## src/rtl/edge_pkg.sv

```systemverilog
// Shared types for the multi-channel edge detector.
package edge_pkg;

  typedef enum logic [1:0] {
    EDGE_OFF  = 2'b00,
    EDGE_RISE = 2'b01,
    EDGE_FALL = 2'b10,
    EDGE_BOTH = 2'b11
  } edge_mode_t;

  localparam int MAX_CHANNELS = 16;

endpackage

```

## src/rtl/sync_chain.sv

```systemverilog
// Per-line metastability synchroniser; STAGES=0 degenerates to a plain wire.
module sync_chain #(
  parameter int STAGES = 2
) (
  input  logic clk,
  input  logic nrst,
  input  logic d,
  output logic q
);

  generate
    if (STAGES == 0) begin : g_wire
      logic w_unused_clk;
      assign w_unused_clk = clk ^ nrst;
      assign q = d;
    end else begin : g_ff
      logic [STAGES-1:0] r_sh;
      always_ff @(posedge clk or negedge nrst) begin
        if (!nrst) begin
          r_sh <= '0;
        end else begin
          r_sh[0] <= d;
          for (int k = 1; k < STAGES; k++) begin
            r_sh[k] <= r_sh[k-1];
          end
        end
      end
      assign q = r_sh[STAGES-1];
    end
  endgenerate

endmodule

```

## src/rtl/edge_event_latch.sv

```systemverilog
// Multi-channel edge detector with sticky pending/overflow flags and a
// lowest-index-first pending channel report for interrupt sequencing.
module edge_event_latch #(
  parameter int                  CHANNELS    = 4,
  parameter int                  SYNC_STAGES = 2,
  parameter logic [CHANNELS-1:0] HIST_RST    = '0,
  localparam int                 ID_W        = (CHANNELS > 1) ? $clog2(CHANNELS) : 1
) (
  input  logic                  clk,
  input  logic                  nrst,
  input  logic                  enableFFs,
  input  logic [CHANNELS-1:0]   in,
  input  logic [2*CHANNELS-1:0] mode,
  input  logic [CHANNELS-1:0]   ack,
  output logic [CHANNELS-1:0]   edge_pulse,
  output logic [CHANNELS-1:0]   pending,
  output logic [CHANNELS-1:0]   overflow,
  output logic                  any_pending,
  output logic [ID_W-1:0]       pend_id
);

  import edge_pkg::*;

  generate
    for (genvar g = 0; g < CHANNELS; g++) begin : g_ch
      logic       w_s;
      logic       w_rise;
      logic       w_fall;
      logic       w_pulse;
      edge_mode_t w_mode;
      logic       r_hist;
      logic       r_pend;
      logic       r_ovf;

      sync_chain #(.STAGES(SYNC_STAGES)) u_sync (
        .clk  (clk),
        .nrst (nrst),
        .d    (in[g]),
        .q    (w_s)
      );

      assign w_mode = edge_mode_t'(mode[2*g +: 2]);
      assign w_rise = w_s & ~r_hist;
      assign w_fall = ~w_s & r_hist;

      always_comb begin
        w_pulse = 1'b0;
        case (w_mode)
          EDGE_RISE: w_pulse = w_rise;
          EDGE_FALL: w_pulse = w_fall;
          EDGE_BOTH: w_pulse = w_rise | w_fall;
          default:   w_pulse = 1'b0;
        endcase
        w_pulse = w_pulse & enableFFs;
      end

      // History freezes with enableFFs so a transition across a frozen
      // window is still seen once advancing resumes.
      always_ff @(posedge clk or negedge nrst) begin
        if (!nrst) begin
          r_hist <= HIST_RST[g];
        end else if (enableFFs) begin
          r_hist <= w_s;
        end
      end

      // A new edge beats a simultaneous ack so no event is dropped.
      always_ff @(posedge clk or negedge nrst) begin
        if (!nrst) begin
          r_pend <= 1'b0;
          r_ovf  <= 1'b0;
        end else if (enableFFs) begin
          if (w_pulse) begin
            r_pend <= 1'b1;
            if (r_pend && !ack[g]) begin
              r_ovf <= 1'b1;
            end else if (ack[g]) begin
              r_ovf <= 1'b0;
            end
          end else if (ack[g]) begin
            r_pend <= 1'b0;
            r_ovf  <= 1'b0;
          end
        end
      end

      assign edge_pulse[g] = w_pulse;
      assign pending[g]    = r_pend;
      assign overflow[g]   = r_ovf;
    end
  endgenerate

  assign any_pending = |pending;

  always_comb begin
    pend_id = '0;
    for (int i = CHANNELS - 1; i >= 0; i--) begin
      if (pending[i]) begin
        pend_id = ID_W'(i);
      end
    end
  end

endmodule
```

## config.mk

```make
export PLATFORM = sky130hd
export DESIGN_NAME = edge_event_latch
export DESIGN_NICKNAME = d
export VERILOG_FILES = /design/src/rtl/edge_pkg.sv /design/src/rtl/sync_chain.sv /design/src/rtl/edge_event_latch.sv
export SDC_FILE = /design/constraint.sdc
export NUM_CORES = 1
export LEC_CHECK = 0
export ABC_AREA = 1
export BUFFER_PORTS_ARGS = -buffer_cell sky130_fd_sc_hd__buf_2
export CORE_MARGIN = 2
export CORE_UTILIZATION = 25
export CTS_CLUSTER_SIZE = 8
export DETAILED_ROUTE_END_ITERATION = 12
export PLACE_DENSITY = 0.47
export SLEW_MARGIN = 20
export SYNTH_ARGS = -nofsm -noshare
export SYNTH_HDL_FRONTEND = slang
export SYNTH_HIERARCHICAL = 1
export SYNTH_SLANG_ARGS = --single-unit
```

## constraint.sdc

```tcl
create_clock -name clk -period 1.5 [get_ports clk]
set_input_delay 0.075 -clock clk [delete_from_list [all_inputs] [get_ports clk]]
set_output_delay 0.075 -clock clk [all_outputs]
set_load 0.005 [all_outputs]
```

======== Word level (Yosys, flattened, before mapping) ========
Index checks and enable logic that the tools add are counted.
cells by class
  equality and inequality tests ........... 12
  bitwise gates (word level) .............. 24
  multiply operators ...................... 0
  div/mod/pow operators ................... 0
  shift operators ......................... 0
  reductions and logical operators ........ 17
  add/subtract/negate cells ............... 0
  order comparisons ....................... 0
  multiplexer cells ....................... 28
operator list
  cell                                                 number
  2-to-1 mux 1 bit                                     20
  equality test 2 bit, second input constant           8
  AND 1 bit                                            12
  one-hot mux 1 bit (3 select lines)                   4
  equality test 2 x 1 -> 1 bit, second input constant  4
  2-to-1 mux 2 bit                                     4
  inverter 1 bit                                       8
  AND reduction 2 bit                                  4
  nonzero test 2 bit                                   4
  logical AND 1 bit                                    4
  logical NOT 1 bit                                    4
  bitwise OR 1 bit                                     4
  OR reduction 4 bit                                   1
storage, ports and cells
  input bits .............................. 19
  latch bits .............................. 0
  memories kept ........................... 0
  ROM bits ................................ 0
  logic and storage cells ................. 97
  register bits ........................... 20
  memory bits (writable) .................. 0
  output and inout bits ................... 15

======== Depth between registers and ports, before layout ========
Gate-level depths: netlist of the first run.
  word-level depth ........................ 7
  depth in mapped cells ................... 8

======== Hierarchy ========
The synthesis of the first run kept the hierarchy.
by module, submodules not included
  module            instances  area each (um^2)  seq. area each (um^2)  cells an instance
  edge_event_latch  1          913.4             300.3                  126
  sync_chain        4          50.0              50.0                   2

======== Least setup slack after synthesis of the first run ========
No wires, ideal clock.
  kind .................................... reg-to-output
  start point ............................. register g_ch[0].u_sync.g_ff.r_sh[1]
  end point ............................... output edge_pulse[0]
  stages on the path, launching flop included .. 9
  slack ................................... 0.395 ns
  arrival ................................. 1.030 ns
  required time ........................... 1.425 ns
  path through ............................ dfrtp_1 inv_1 ha_1 inv_1 nand2_1 nand3_1 nand2_1 inv_1 buf_4
on the way
  cells in the longest elaborated chain, start to end .. 5
  elaborated cells between the ends (all ways) .. 6
  classes of those cells .................. mux (1); bitwise (5)
RTL lines
  element                               RTL line                RTL
  from (decl)                           sync_chain.sv:17        logic [STAGES-1:0] r_sh;
  from (signal, indexed assignment)     sync_chain.sv:24        r_sh[k] <= r_sh[k-1];
  inverter 1 bit                        edge_event_latch.sv:44  assign w_fall = ~w_s & r_hist;
  AND 1 bit                             edge_event_latch.sv:44
  bitwise OR 1 bit                      edge_event_latch.sv:51  EDGE_BOTH: w_pulse = w_rise | w_fall;
  one-hot mux 1 bit (3 select lines) *  edge_event_latch.sv:48  case (w_mode)
  AND 1 bit *                           edge_event_latch.sv:54  w_pulse = w_pulse & enableFFs;
  to (decl)                             edge_event_latch.sv:15  output logic [CHANNELS-1:0] edge_pulse,
Every way passes the cells marked *; elsewhere a longest branch is shown, timed or not.

======== Worst setup path after layout of the first run ========
  start point ............................. register g_ch[2].u_sync.g_ff.r_sh[1]
  end point ............................... output edge_pulse[2]
on the way
  cells in the longest elaborated chain, start to end .. 5
  elaborated cells between the ends (all ways) .. 6
  classes of those cells .................. mux (1); bitwise (5)
RTL lines
  element                               RTL line
  from (decl)                           sync_chain.sv:17
  from (signal, indexed assignment)     sync_chain.sv:24
  inverter 1 bit                        edge_event_latch.sv:44
  AND 1 bit                             edge_event_latch.sv:44
  bitwise OR 1 bit                      edge_event_latch.sv:51
  one-hot mux 1 bit (3 select lines) *  edge_event_latch.sv:48
  AND 1 bit *                           edge_event_latch.sv:54
Marks and branches as above.

==> flow_summary.json, run 1 <==
{
  "status": "complete, no violations",
  "endpoint_kind": "output pin",
  "wl_per_cell_um": 9.46,
  "grt_max_degree": 21,
  "crit_fanout": 3,
  "die_height_um": 70.7,
  "avgSynthCellArea_um2": 8.31,
  "maxCapViolations": 0,
  "dieArea_mm2": 0.00500,
  "synth-seq-cells": 20,
  "cp-start-kind": "flop",
  "grtUsageTotal": 0.0919,
  "clock-sinks": 20,
  "reg2reg_to": "g_ch[3].r_ovf",
  "dr.pass1.iters": 2,
  "ys_types": 15,
  "setup_violations": 0,
  "final_nets": 195,
  "fin_util": 0.332,
  "fin_cells": 219,
  "synth_nets": 161,
  "layout-drive-gt1-share": 0.359,
  "final_cell_mix": "buf_2, inv_1, nand2_1",
  "synth_area_mm2": 0.00111,
  "area_delta_synth_final_pct": 29.0,
  "drt-initial-drc-count": 17,
  "avgViaCountPerCell": 3.99,
  "postSynthCellCount": 134,
  "cts_tree": "done",
  "ios": 34,
  "rows": 24,
  "crit_arrival_ns": 1.34,
  "grt_setup_unrepaired": "yes",
  "dp_hpwl_mm": 1.68,
  "vias": 874,
  "yosys.area.top_type_share": 0.449,
  "numCtsBuffers": 3,
  "gp_congestion": 0.729,
  "root_buffer": "clkbuf_8",
  "drc": 0,
  "r2r_cells": 8,
  "htreeDepth": 1,
  "grt_first_pass_wirelength_mm": 3.65,
  "layout_commonest_cell": "buf_2",
  "dp.cells": 206,
  "synth-seq-area-share": 0.449,
  "wl_mm": 2.07,
  "ant_nets": 0,
  "hp-start": "ack[2]",
  "layout_min_cycle_time_ns": 1.42,
  "critPathRequiredTime_ns": 1.42,
  "finClkSkew_ns": 0.00362,
  "synth_top_area_cell": "dfrtp_1",
  "fmax_ghz": 0.704,
  "clkTransAtPathRegs_ns": 0.07,
  "tightest_slew_ns": 0.440,
  "min_path_type": "input port to flop",
  "synthTopCellsByArea": "dfrtp_1, inv_1, nand2_1, ha_1, buf_4",
  "leakagePower_uw": 0.000829,
  "finalHoldViolations": 0,
  "start_util": 0.258,
  "port_buffers": 33,
  "final_max_slew_viol_count": 0,
  "min_to": "g_ch[2].r_ovf",
  "antenna_found_initial": 0,
  "r2r-start": "g_ch[3].u_sync/g_ff.r_sh[1]",
  "synth-warning-count": 6,
  "clockBufferDepth": 2,
  "clk_latency_ns": 0.26,
  "period_share": 0.947,
  "criticalPathCategory": "flop to output pin",
  "maxSlewHeadroom": 0.707,
  "fin_tns_setup_ns": 0,
  "rrSetupSlack_ns": 0.29,
  "whs_path_depth": 4,
  "coreArea_mm2": 0.00432,
  "p_per_area_mw_per_mm2": 1000,
  "vdd_ir_drop_max_uv": 524,
  "grt_pass1_vias": 890,
  "grt_overflow": 0,
  "diodes": 0,
  "die_w_um": 70.7
}
-- power by group --
group / switching (µW) / internal [µW]
Sequential: 35.5 / 592
Clock: 171 / 356
Combinational: 155 / 131
Total: 361 / 1080
-- stage by stage --
stage | cell area (µm²) | power, µW | hold slack (ns) | worst slack [ns]
global route | 1440 | 1540 | 0.112 | -0.0292
detailed placement | 1240 | 897 | 0.0471 | 0.300
global placement | 1240 | 887 | 0.0529 | 0.325
finish | 1440 | 1440 | 0.0925 | 0.0802
CTS | 1360 | 1440 | 0.0916 | 0.00533
floorplan | 1110 | 824 | -0.221 | 0.395
-- worst max-delay path by stage --
stage	startpoint	end	slack, ns	cells after the start
floorplan	g_ch[0].u_sync/g_ff.r_sh[1]	edge_pulse[0]	0.40	8
global placement	g_ch[1].u_sync/g_ff.r_sh[1]	edge_pulse[1]	0.33	8
detailed placement	g_ch[1].u_sync/g_ff.r_sh[1]	edge_pulse[1]	0.30	8
CTS	g_ch[1].u_sync/g_ff.r_sh[1]	edge_pulse[1]	0.005	8
global route	g_ch[0].u_sync/g_ff.r_sh[1]	edge_pulse[0]	-0.03	8
finish	g_ch[2].u_sync/g_ff.r_sh[1]	edge_pulse[2]	0.08	7
-- metal layers --
metal | global-route usage | wire length, µm
met3 | 0.0328 | 121
met1 | 0.0981 | 887
met5 | 0 | 0
met2 | 0.167 | 1040
met4 | 0.0314 | 24
-- what timing repair did --
item / CTS / global route
gates resized for setup: 0 / 13
hold buffers: 5 / 0
endpoints found under the hold margin: 24 / 0
endpoints found under the setup margin: 0 / 4
setup buffers: 0 / 4
-- critical path, cell delays in order, from the launching register on --
cell and delay (ns):
dfrtp_1 0.40, buf_4 0.14, ha_1 0.19, nand2_1 0.08
a21oi_2 0.07, nand2_2 0.08, inv_2 0.03, buf_2 0.11
-- state kept, by name, indices dropped and copies added (netlist names) --
| name | cells |
|---|---|
| g_ch.u_sync/g_ff.r_sh | 8 |
| g_ch.r_hist | 4 |
| g_ch.r_ovf | 4 |
| g_ch.r_pend | 4 |
-- cell usage after synthesis --
master and instances:
a211oi_1 1, a21oi_2 4, nand3_1 8, buf_4 12
nand4_1 1, a21oi_4 1, a21oi_1 1, dfrtp_1 20
nand2_1 31, inv_1 32, o21ai_0 10, inv_2 1
nor2_1 3, buf_6 1, ha_1 8
-- cells by family after synthesis --
| kind of cell | count (synthesis) | synth area share |
|---|---|---|
| buffers and inverters | 46 | 0.202 |
| AND/OR/NAND/NOR | 43 | 0.156 |
| flip-flops | 20 | 0.449 |
| AO/OA/AOI/OAI | 17 | 0.102 |
| adder cells (fa/ha/maj) | 8 | 0.0899 |
-- cell type report --
class	instances	area [µm²]
multi-input cells	68	430
clock buffers	3	41.3
flip-flops and latches	20	500
fillers	478	2890
well taps	52	65.1
clock inverters	1	30.0
inverters	33	124
repair buffers	42	245
No activity file was read; power rests on OpenSTA's default activity.
==> inputs of run 2 (changes only) <==
CORE_UTILIZATION = 45   (was 25)
PLACE_DENSITY = 0.73   (was 0.47)
==> flow_summary.json, run 2 (synthesized netlist as in run 1, its figures left out) <==
{
  "dp.cells": 184,
  "finalHoldViolations": 0,
  "endpoint_kind": "output pin",
  "cts_tree": "done",
  "power.switching_uw": 382,
  "final_cell_mix": "buf_2, nand2_1, inv_1",
  "layout_commonest_cell": "buf_2",
  "leakagePower_uw": 0.000852,
  "intPower_uw": 905,
  "root_buffer": "clkbuf_4",
  "grt_setup_unrepaired": "yes",
  "period_share": 1.01,
  "min_path_type": "input port to flop",
  "antenna_found_initial": 0,
  "design_area_mm2": 0.00150,
  "start_util": 0.462,
  "vdd_ir_drop_max_uv": 648,
  "grt_max_degree": 21,
  "clockBufferDepth": 2,
  "rows": 18,
  "status": "complete, but fails checks",
  "layout_min_cycle_time_ns": 1.51,
  "setup_violations": 1,
  "die_w_um": 53.7,
  "wl_mm": 2.40,
  "die_height_um": 53.7,
  "maxCapViolations": 0,
  "port_buffers": 33,
  "clock-sinks": 20,
  "htreeDepth": 1,
  "cp-start-kind": "flop",
  "fin_cells": 206,
  "clk_latency_ns": 0.31,
  "combPwrFrac": 0.267,
  "fmax_ghz": 0.663,
  "area_delta_synth_final_pct": 34.7,
  "crit_fanout": 3,
  "dieArea_mm2": 0.00289,
  "largest-register": "g_ch.u_sync/g_ff.r_sh",
  "critPathRequiredTime_ns": 1.42,
  "tightest_slew_ns": 0.439,
  "grtUsageTotal": 0.177,
  "dp_hpwl_mm": 1.50,
  "maxSlewHeadroom": 0.707,
  "drc": 0,
  "drt-initial-drc-count": 19,
  "layout-drive-gt1-share": 0.460,
  "criticalPathCategory": "flop to output pin",
  "crit_arrival_ns": 1.43,
  "coreArea_mm2": 0.00241,
  "clkTransAtPathRegs_ns": 0.11,
  "ant_nets": 0,
  "numCtsBuffers": 3,
  "p_clk_frac": 0.246,
  "grt_first_pass_wirelength_mm": 3.60,
  "diodes": 0,
  "wl_per_cell_um": 11.6,
  "total_power_uw": 1290,
  "largest_reg_flops": 8,
  "dr.pass1.iters": 4,
  "finClkSkew_ns": 0.00634,
  "placed_area_mm2": 0.00121,
  "grt_pass1_vias": 889,
  "gp_congestion": 0.748,
  "violations": "negative setup slack",
  "pre_cts_slack_ns": 0.293,
  "p_per_area_mw_per_mm2": 858,
  "final_nets": 204,
  "vias": 968,
  "avgViaCountPerCell": 4.70,
  "ios": 34,
  "switching_share": 0.297,
  "final_max_slew_viol_count": 0,
  "p_seq_frac": 0.487,
  "postLayoutSetupSlackWorst_ns": -0.00887,
  "grt_overflow": 0
}
-- run 2: changes by cell type in the layout (fill, tap and decap cells not counted), moves of 2 or more --
cell	change
clkbuf_8	-2
buf_2	-3
nand2_2	+3
inv_2	+6
nand2_1	-3
ha_1	-3
buf_4	+7
ha_2	+2
clkbuf_4	+3
buf_6	+5
inv_1	-6
-- run 2: worst max-delay path: stages, from the launching register on --
cell and delay [ns]:
dfrtp_1 0.39, inv_1 0.05, ha_1 0.27, inv_1 0.04
nand2_1 0.06, nand3_2 0.09, nand2_2 0.09, inv_2 0.03
buf_6 0.10
-- run 2: worst paths after layout --
path / slack (ns) / from / depth (start not counted) / end
max in group asynchronous: 0.97 / nrst / 2 / g_ch[2].r_ovf
hold reg to reg: 0.36 / g_ch[2].u_sync/g_ff.r_sh[0] / 0 / g_ch[2].u_sync/g_ff.r_sh[1]
setup / recovery: -0.009 / g_ch[0].u_sync/g_ff.r_sh[1] / 8 / edge_pulse[0]
hold / removal: 0.03 / ack[2] / 4 / g_ch[2].r_ovf
setup reg to reg: 0.07 / g_ch[3].r_hist / 9 / g_ch[3].r_pend
min in group asynchronous: 0.22 / nrst / 2 / g_ch[0].u_sync/g_ff.r_sh[0]
-- run 2: area by class of cell --
| class | instances | area [µm²] |
|---|---|---|
| multi-input combinational | 68 | 463 |
| fill | 191 | 910 |
| timing repair buffer | 51 | 339 |
| sequential | 20 | 500 |
| inverter | 33 | 124 |
| tap | 30 | 37.5 |
| clock buffer | 4 | 36.3 |
-- run 2: power by group through the flow --
stage | Sequential, µW | Combinational (µW) | Clock (µW)
final | 627 | 344 | 317
after global routing | 635 | 392 | 355
after CTS | 624 | 286 | 329
after detailed placement | 636 | 252 | 0
after global placement | 632 | 241 | 0
after floorplan | 628 | 196 | 0
-- run 2: metal layers --
metal	track usage	share of wire
met1	0.187	0.40
met2	0.327	0.53
met3	0.0278	0.048
met4	0.103	0.023
met5	0	0
-- run 2: timing repair --
action,4_1_cts,5_1_grt
gates resized for setup,4,28
endpoints found under the hold margin,24,0
cloned,0,0
hold buffers,5,0
pin swaps,4,15
setup endpoints to repair,4,5
buffers inserted,7,6
-- run 2: through the flow --
stage          utilization  setup TNS [ns]  hold slack [ns]
6_report             0.623        -0.00887           0.0328
5_1_grt              0.623          -0.267           0.0323
4_1_cts              0.567               0           0.0234
3_5_place_dp         0.504               0           0.0454
3_3_place_gp         0.504               0           0.0402
2_1_floorplan            -               0           -0.221
==> inputs of run 3 (changes only) <==
BUFFER_PORTS_ARGS = -buffer_cell sky130_fd_sc_hd__buf_4   (was -buffer_cell sky130_fd_sc_hd__buf_2)
==> flow_summary.json, run 3 (synthesized netlist as in run 1, its figures left out) <==
{
  "vias": 903,
  "status": "complete, no violations",
  "cp-start-kind": "flop",
  "cts_tree": "done",
  "dp_hpwl_mm": 1.51,
  "final_max_slew_viol_count": 0,
  "final_nets": 198,
  "min_path_type": "input port to flop",
  "layout-drive-gt1-share": 0.402,
  "grt_first_pass_wirelength_mm": 3.15,
  "wl_mm": 2.03,
  "routed.top_layer": "met4",
  "maxCapViolations": 0,
  "clockBufferDepth": 2,
  "numCtsBuffers": 3,
  "root_buffer": "clkbuf_4",
  "m1WireLength_um": 829,
  "rows": 18,
  "grtUsageTotal": 0.151,
  "vdd_ir_drop_max_uv": 579,
  "grt_overflow": 0,
  "ios": 34,
  "die_w_um": 53.7,
  "criticalPathCategory": "flop to output pin",
  "coreArea_mm2": 0.00241,
  "dr_wl_met2_mm": 1.08,
  "finClkSkew_ns": 0.000262,
  "grt_max_degree": 21,
  "dp.cells": 184,
  "finalHoldViolations": 0,
  "grt_setup_unrepaired": "yes",
  "total_power_uw": 1210,
  "wl_met3_um": 89,
  "wl_per_cell_um": 10.2,
  "dieArea_mm2": 0.00289,
  "clkTransAtPathRegs_ns": 0.10,
  "fin_util": 0.613,
  "critPathRequiredTime_ns": 1.42,
  "holdWs_ns": 0.0408,
  "setup_violations": 0,
  "crit_fanout": 2,
  "dr.pass1.iters": 4,
  "avgViaCountPerCell": 4.54,
  "fmax_ghz": 0.685,
  "die_height_um": 53.7,
  "final_cell_mix": "buf_4, inv_1, nand2_1",
  "htreeDepth": 1,
  "period_share": 0.974,
  "largest_reg_flops": 8,
  "gp_congestion": 0.740,
  "layout_commonest_cell": "buf_4",
  "diodes": 0,
  "area_delta_synth_final_pct": 32.7,
  "fin_cells": 199,
  "layout_min_cycle_time_ns": 1.46,
  "antenna_found_initial": 0,
  "crit_arrival_ns": 1.39,
  "p_per_area_mw_per_mm2": 822,
  "drt-initial-drc-count": 16,
  "clk_latency_ns": 0.29,
  "largest-register": "g_ch.u_sync/g_ff.r_sh",
  "clock-sinks": 20,
  "leakagePower_uw": 0.000841,
  "grt_pass1_vias": 794,
  "maxSlewHeadroom": 0.834,
  "ant_nets": 0,
  "endpoint_kind": "output pin",
  "drc": 0,
  "tightest_slew_ns": 0.248,
  "start_util": 0.462,
  "port_buffers": 33
}
run 3: cell count changes in the layout (fill, tap and decap cells not counted), sizes merged:
| cell | change |
|---|---|
| buf | -6 |
| clkbuf | -1 |
run 3: area by class of cell:
class,count,area [µm²]
Timing Repair Buffer,45,365
Multi-Input combinational cell,68,428
Fill cell,204,932
Inverter,33,124
Tap cell,30,37.5
Sequential cell,20,500
Clock buffer,3,22.5
run 3: metrics by stage:
step | instance area, µm² | worst slack, ns | setup TNS, ns
final | 1480 | 0.0396 | 0
after global routing | 1480 | -0.0287 | -0.0855
after CTS | 1410 | -0.00625 | -0.00625
after detailed placement | 1300 | 0.278 | 0
after global placement | 1300 | 0.348 | 0
after floorplan | 1110 | 0.395 | 0
run 3: worst max-delay path, stage by stage, from the launching register on:
cell     delay, ns
dfrtp_1       0.40
ha_1          0.29
inv_1         0.06
nand2_1       0.07
nand3_2       0.07
nand2_2       0.06
inv_2         0.06
buf_6         0.08
run 3: power breakdown:
group | leakage (µW) | internal (µW) | total (µW) | switching, µW
logic | 0.000586 | 181 | 344 | 162
registers | 0.000242 | 592 | 627 | 35.3
clock network | 0.0000138 | 93.5 | 243 | 150
total | 0.000841 | 867 | 1210 | 347
run 3: routing by layer:
layer	vias up	global-route usage
li1	462	-
met4	0	0.0769
met5	-	0
met1	413	0.177
met3	6	0.0167
met2	22	0.270
run 3: timing repair:
item,4_1_cts,5_1_grt
hold endpoints to repair,24,0
setup buffers,4,3
pin swaps,0,17
endpoints found under the setup margin,4,4
hold buffers,5,0
resized for setup,2,21
run 3: path summary, 6_finish.rpt:
path / start / to / depth (start not counted) / slack [ns]
worst max-delay path: g_ch[1].r_hist / edge_pulse[1] / 7 / 0.04
worst min-delay path: ack[2] / g_ch[2].r_ovf / 4 / 0.04
worst max register to register: g_ch[1].r_hist / g_ch[1].r_pend / 7 / 0.31
worst min register to register: g_ch[3].u_sync/g_ff.r_sh[0] / g_ch[3].u_sync/g_ff.r_sh[1] / 0 / 0.36
max in group asynchronous: nrst / g_ch[3].r_pend / 2 / 1.11
min in group asynchronous: nrst / g_ch[1].u_sync/g_ff.r_sh[0] / 2 / 0.18
